--- src/rtl/ssd_sched_pkg.sv ---
// rtl/ssd_sched_pkg.sv - shared types, constants and helpers for the display source scheduler
// Contents:
//   state_t  : scheduler FSM encoding (S_IDLE, S_SHOW)
//   NUM_SRC  : number of requesters sharing the display
//   SRC_IDLE : src code reported when nothing is shown
//   rr_next  : next index in round-robin order (0 -> 1 -> 2 -> 0)
//   req_at   : request bit for a source index (0 for the idle code)
package ssd_sched_pkg;

    typedef enum logic {
        S_IDLE = 1'b0,
        S_SHOW = 1'b1
    } state_t;

    localparam int         NUM_SRC  = 3;
    localparam logic [1:0] SRC_IDLE = 2'b11;

    function automatic logic [1:0] rr_next(input logic [1:0] idx);
        case (idx)
            2'd0:    rr_next = 2'd1;
            2'd1:    rr_next = 2'd2;
            default: rr_next = 2'd0;
        endcase
    endfunction

    // Explicit decode keeps an index of 3 (idle code) from selecting past the vector.
    function automatic logic req_at(input logic [NUM_SRC-1:0] req, input logic [1:0] idx);
        case (idx)
            2'd0:    req_at = req[0];
            2'd1:    req_at = req[1];
            2'd2:    req_at = req[2];
            default: req_at = 1'b0;
        endcase
    endfunction

endpackage

--- src/rtl/ssd_source_scheduler_rr_pick.sv ---
// rtl/ssd_source_scheduler_rr_pick.sv - combinational round-robin picker over three requesters
// Ports:
//   req   in  3 : request levels
//   last  in  2 : most recently granted index
//   valid out 1 : some request is pending
//   idx   out 2 : first requester after last (wrapping, last itself checked last)
module rr_pick
    import ssd_sched_pkg::*;
(
    input  logic [NUM_SRC-1:0] req,
    input  logic [1:0]         last,
    output logic               valid,
    output logic [1:0]         idx
);

    logic [1:0] c0, c1, c2;

    assign c0 = rr_next(last);
    assign c1 = rr_next(c0);
    assign c2 = rr_next(c1);

    always_comb begin
        valid = 1'b1;
        idx   = SRC_IDLE;
        if (req_at(req, c0)) begin
            idx = c0;
        end else if (req_at(req, c1)) begin
            idx = c1;
        end else if (req_at(req, c2)) begin
            idx = c2;
        end else begin
            valid = 1'b0;
        end
    end

endmodule

--- src/rtl/ssd_source_scheduler.sv ---
// rtl/ssd_source_scheduler.sv - round-robin time-sharing of the 4-digit display between three sources
// Parameters:
//   DWELL_CYCLES : cycles each granted source is shown (>= 1)
//   BLANK_LZ     : 1 blanks leading-zero digits
// Ports:
//   clk, rst             : clock, asynchronous active-high reset
//   req[2:0]             : level requests from the three sources
//   val0, val1, val2     : 16-bit values, nibble k drives digit k
//   hold                 : keep the current source while its request stays high
//   disp_val[15:0]       : nibbles for the four hex decoders (registered)
//   disp_en[3:0]         : per-digit decoder enables (registered)
//   src[1:0]             : shown source, 2'b11 when idle (registered)
//   switch_pulse         : one-cycle pulse whenever src changes
module ssd_source_scheduler
    import ssd_sched_pkg::*;
#(
    parameter int DWELL_CYCLES = 100_000_000,
    parameter bit BLANK_LZ     = 1'b0
) (
    input  logic               clk,
    input  logic               rst,
    input  logic [NUM_SRC-1:0] req,
    input  logic [15:0]        val0,
    input  logic [15:0]        val1,
    input  logic [15:0]        val2,
    input  logic               hold,
    output logic [15:0]        disp_val,
    output logic [3:0]         disp_en,
    output logic [1:0]         src,
    output logic               switch_pulse
);

    localparam int            CW     = (DWELL_CYCLES > 1) ? $clog2(DWELL_CYCLES) : 1;
    localparam logic [CW-1:0] RELOAD = CW'(DWELL_CYCLES - 1);

    state_t        state, nxt_state;
    logic [CW-1:0] cnt;
    logic [1:0]    last;
    logic [1:0]    nxt_src;
    logic          reload;
    logic          pick_valid;
    logic [1:0]    pick_idx;
    logic [15:0]   sel_val;
    logic [3:0]    lz_mask;
    logic [3:0]    sel_en;

    rr_pick u_rr_pick (
        .req   (req),
        .last  (last),
        .valid (pick_valid),
        .idx   (pick_idx)
    );

    // A dropped request overrides both hold and the counter; at expiry without
    // hold the picker may legitimately return the current source again.
    always_comb begin
        nxt_state = state;
        nxt_src   = src;
        reload    = 1'b0;
        case (state)
            S_IDLE: begin
                if (pick_valid) begin
                    nxt_state = S_SHOW;
                    nxt_src   = pick_idx;
                    reload    = 1'b1;
                end
            end
            S_SHOW: begin
                if (!req_at(req, src) || (cnt == '0 && !hold)) begin
                    if (pick_valid) begin
                        nxt_src = pick_idx;
                        reload  = 1'b1;
                    end else begin
                        nxt_state = S_IDLE;
                        nxt_src   = SRC_IDLE;
                    end
                end else if (cnt == '0) begin
                    reload = 1'b1;
                end
            end
        endcase
    end

    always_comb begin
        case (nxt_src)
            2'd0:    sel_val = val0;
            2'd1:    sel_val = val1;
            2'd2:    sel_val = val2;
            default: sel_val = 16'h0000;
        endcase
    end

    // Digit k lit when any nibble at or above k is non-zero; digit 0 always lit.
    assign lz_mask[3] = |sel_val[15:12];
    assign lz_mask[2] = lz_mask[3] | (|sel_val[11:8]);
    assign lz_mask[1] = lz_mask[2] | (|sel_val[7:4]);
    assign lz_mask[0] = 1'b1;
    assign sel_en     = BLANK_LZ ? lz_mask : 4'b1111;

    always_ff @(posedge clk or posedge rst) begin
        if (rst) begin
            state        <= S_IDLE;
            src          <= SRC_IDLE;
            cnt          <= '0;
            last         <= 2'd2;
            disp_val     <= 16'h0000;
            disp_en      <= 4'b0000;
            switch_pulse <= 1'b0;
        end else begin
            state        <= nxt_state;
            src          <= nxt_src;
            switch_pulse <= (nxt_src != src);
            if (reload) begin
                cnt <= RELOAD;
            end else if (nxt_state == S_IDLE) begin
                cnt <= '0;
            end else begin
                cnt <= cnt - CW'(1);
            end
            if (nxt_state == S_SHOW) begin
                last <= nxt_src;
            end
            disp_val <= sel_val;
            disp_en  <= (nxt_state == S_SHOW) ? sel_en : 4'b0000;
        end
    end

endmodule

--- config.mk ---
export PLATFORM = sky130hd
export DESIGN_NAME = ssd_source_scheduler
export DESIGN_NICKNAME = d
export VERILOG_FILES = /design/src/rtl/ssd_sched_pkg.sv /design/src/rtl/ssd_source_scheduler_rr_pick.sv /design/src/rtl/ssd_source_scheduler.sv
export SDC_FILE = /design/constraint.sdc
export NUM_CORES = 1
export LEC_CHECK = 0
export BUFFER_PORTS_ARGS = -buffer_cell sky130_fd_sc_hd__buf_2
export CAP_MARGIN = 20
export CORE_UTILIZATION = 35
export CTS_CLUSTER_DIAMETER = 80
export CTS_CLUSTER_SIZE = 40
export DETAILED_ROUTE_END_ITERATION = 10
export PLACE_DENSITY_LB_ADDON = 0.08
export SLEW_MARGIN = 20
export SYNTH_ARGS = -nofsm -noshare
export SYNTH_HDL_FRONTEND = slang
export SYNTH_SLANG_ARGS = --single-unit
--- constraint.sdc ---
create_clock -name clk -period 3.1 [get_ports clk]
set_input_delay 0.62 -clock clk [delete_from_list [all_inputs] [get_ports clk]]
set_output_delay 0.62 -clock clk [all_outputs]
set_load 0.05 [all_outputs]
==> flow_summary.ini <==
[setup_path]
end_kind = register
critPathSlowestCell = or4b_1
startpoint_type = register
critical_path_class = reg -> reg
crit_path_max_fanout = 16
cp.required_ns = 3.27
max_stage_delay_ns = 0.59
crit_chain = or4_4, or4b_1, o31ai_4, mux2_4, a2111oi_0, mux2i_1
worstPathArrival_ns = 3.15

[yosys]
syn-num-nets = 363
synth.avg_cell_area_um2 = 9.82
synth_cells = 307
synth-seq-area-share_pct = 40.8
ys.flop_type = dfrtp_1
synth_cell_types = 50
async_flop_share_pct = 100
netlist_area_um2 = 3020
ys_ff_latch = 49
synth-edff-count = 0
yosys_warnings = 0

[job]
maxCapViolCount = 0

[route]
drt-initial-drc-count = 135
routed_via_density = 5.47
wirelength_um = 8270
wl_met2_um = 3870
num_vias = 2696
drcViolationCount = 0
routed.top_layer = met4
dr.pass1.iters = 4
ant_nets = 0
routedLengthMet1_um = 3950
met3_length_um = 385
post_drt_wl_per_cell_um = 16.8

[final_layout]
final_common_cell = buf_2
layout_common_cells = buf_2, dfrtp_1, a21oi_1
fin_nets = 443
fin_util_pct = 44.7
area_delta_synth_final_pct = 22.3
fin_area_um2 = 3690
n_antenna_cell = 0
drive_gt1_share_pct = 30.9

[clock_network]
clock_path_buffers = 2
clkLatencyLatePin_ns = 0.30
cts.sinks = 49
cts_made_buffers = 5
cts_tree = built
cts.clk_slew.worst_paths_ns = 0.09
post_cts_buffers = 0
htreeDepth = 2
holdBufCountCts = 0
clock-root-buffer = clkbuf_8

[global_routing]
grt_overflow_total = 0
antenna_found_initial = 0
grt_pass1_vias = 2687
grt_pass1_wl_um = 13400
grt_start_max_net_pins = 24
grtUsageTotal_pct = 19.2

[timing]
tightest_slew_ns = 0.739
finalCriticalPeriod_ns = 2.98
fin_crit_sh_pct = 96.2
slew_headroom_pct = 50.7
slew_viol_final = 0
fmax_ghz = 0.335
setup_viol_count_final = 0
grt_setup_unrepaired = true
skew_ns = 0.00473
hold_violations = 0

[placement]
placed_cell_area_um2 = 3550
numPortBuffers = 76
gp_congestion = 0.721
hpwl_um = 5740

[floorplanning]
core_um2 = 8260
fp.dieW_um = 94.8
start_util_pct = 36.5
dieHeight_um = 94.8
io_pins = 77
die_area_um2 = 8990
rows = 33

[pwr]
peakVddDrop_v = 0.000349
p_total_mw = 3.19
p_leak_nw = 1.57
p_per_area_nw_per_um2 = 865

[worst_hold_path]
hold_path.class = in -> async

[status]
outcome = finished, final reports clean
-- stage by stage --
stage | cells | setup TNS [ns] | hold WS [ns] | setup slack [ns]
after detailed placement | 485 | 0 | 0.483 | 0.0746
final | 493 | 0 | 0.272 | 0.119
after floorplan | 307 | 0 | 0.443 | 0.108
after CTS | 493 | 0 | 0.278 | 0.0632
after global routing | 493 | -0.0878 | 0.288 | -0.0278
after global placement | 485 | 0 | 0.476 | 0.120
-- registers in the layout (all words and copies together) (netlist names) --
| name | count |
|---|---|
| cnt | 27 |
| disp_en | 1 |
| disp_val | 16 |
| last | 2 |
| src | 2 |
| switch_pulse | 1 |
-- routing by layer --
layer | global-route usage [%] | vias up
met5 | 0 | -
li1 | - | 1318
met4 | 3.79 | 0
met1 | 25.8 | 1310
met2 | 32.3 | 63
met3 | 3.62 | 5
-- layout make-up --
type,instances,area [um^2]
clock buffers,5,68.8
clock inverters,3,46.3
fillers,838,4570
inverters,6,22.5
multi-input cells,230,1650
flip-flops and latches,49,1230
well taps,105,131
repair buffers,95,536
-- cells by family (layout without fill, tap and decap cells) --
logic type | count (synthesis) | count (layout) | synth area share [%]
multiplexers | 19 | 19 | 6.51
adder cells (fa/ha/maj) | 2 | 2 | 0.830
XOR/XNOR | 21 | 21 | 6.10
flip-flops | 49 | 49 | 40.8
AO/OA/AOI/OAI | 89 | 89 | 21.0
AND/OR/NAND/NOR | 99 | 99 | 19.4
buffers and inverters | 28 | 109 | 5.39
-- report_power, final --
part | total, mW | switching [mW] | internal (mW)
Sequential | 0.950 | 0.108 | 0.841
Combinational | 1.77 | 1.17 | 0.600
Clock | 0.468 | 0.227 | 0.242
Total | 3.19 | 1.51 | 1.68
-- critical path: cells and delay by family (launching register included) --
family | cells | cell delay [ns]
flip-flops | 1 | 0.42
AO/OA/AOI/OAI | 2 | 0.76
multiplexers | 2 | 0.56
AND/OR/NAND/NOR | 2 | 1.11
-- final timing paths --
path	startpoint	end	slack (ns)	cells past startpoint
max in group asynchronous	rst	src[1]	2.18	3
min	rst	cnt[13]	0.27	2
min reg2reg	cnt[0]	cnt[0]	0.49	1
min in group clk	cnt[0]	cnt[0]	0.49	1
max	cnt[7]	disp_val[14]	0.12	6
max reg2reg	cnt[7]	disp_val[14]	0.12	6
-- cells in the mapped netlist, drive strengths merged, types with 2 or more instances --
| library cell | count | area, um^2 |
|---|---|---|
| a21oi | 24 | 120 |
| nor2b | 2 | 12.5 |
| a31oi | 3 | 18.8 |
| nand4 | 2 | 12.5 |
| dfstp | 3 | 78.8 |
| nand4b | 2 | 17.5 |
| or4 | 4 | 33.8 |
| mux2i | 17 | 170 |
| clkbuf | 10 | 37.5 |
| xor2 | 11 | 96.3 |
| o21ai | 20 | 100 |
| and3 | 16 | 100 |
| nor3 | 4 | 25.0 |
| dfrtp | 46 | 1150 |
| and2 | 17 | 106 |
| buf | 12 | 103 |
| or4b | 2 | 20.0 |
| mux2 | 2 | 26.3 |
| o31ai | 4 | 43.8 |
| a2111oi | 16 | 140 |
| nand2 | 5 | 18.8 |
| a32o | 16 | 160 |
| nor4 | 7 | 43.8 |
| nand3 | 4 | 20.0 |
| ha | 2 | 25.0 |
| xnor2 | 10 | 87.6 |
| nand3b | 3 | 22.5 |
| nor2 | 19 | 71.3 |
| inv | 6 | 22.5 |
| or3 | 4 | 25.0 |
| nand2b | 4 | 25.0 |
-- timing repair --
item                                    CTS  global route
endpoints found under the setup margin    0            13
endpoints found under the hold margin     0             0
gates resized for setup                   0             9
Note: power is estimated with default switching activity, not from simulation.
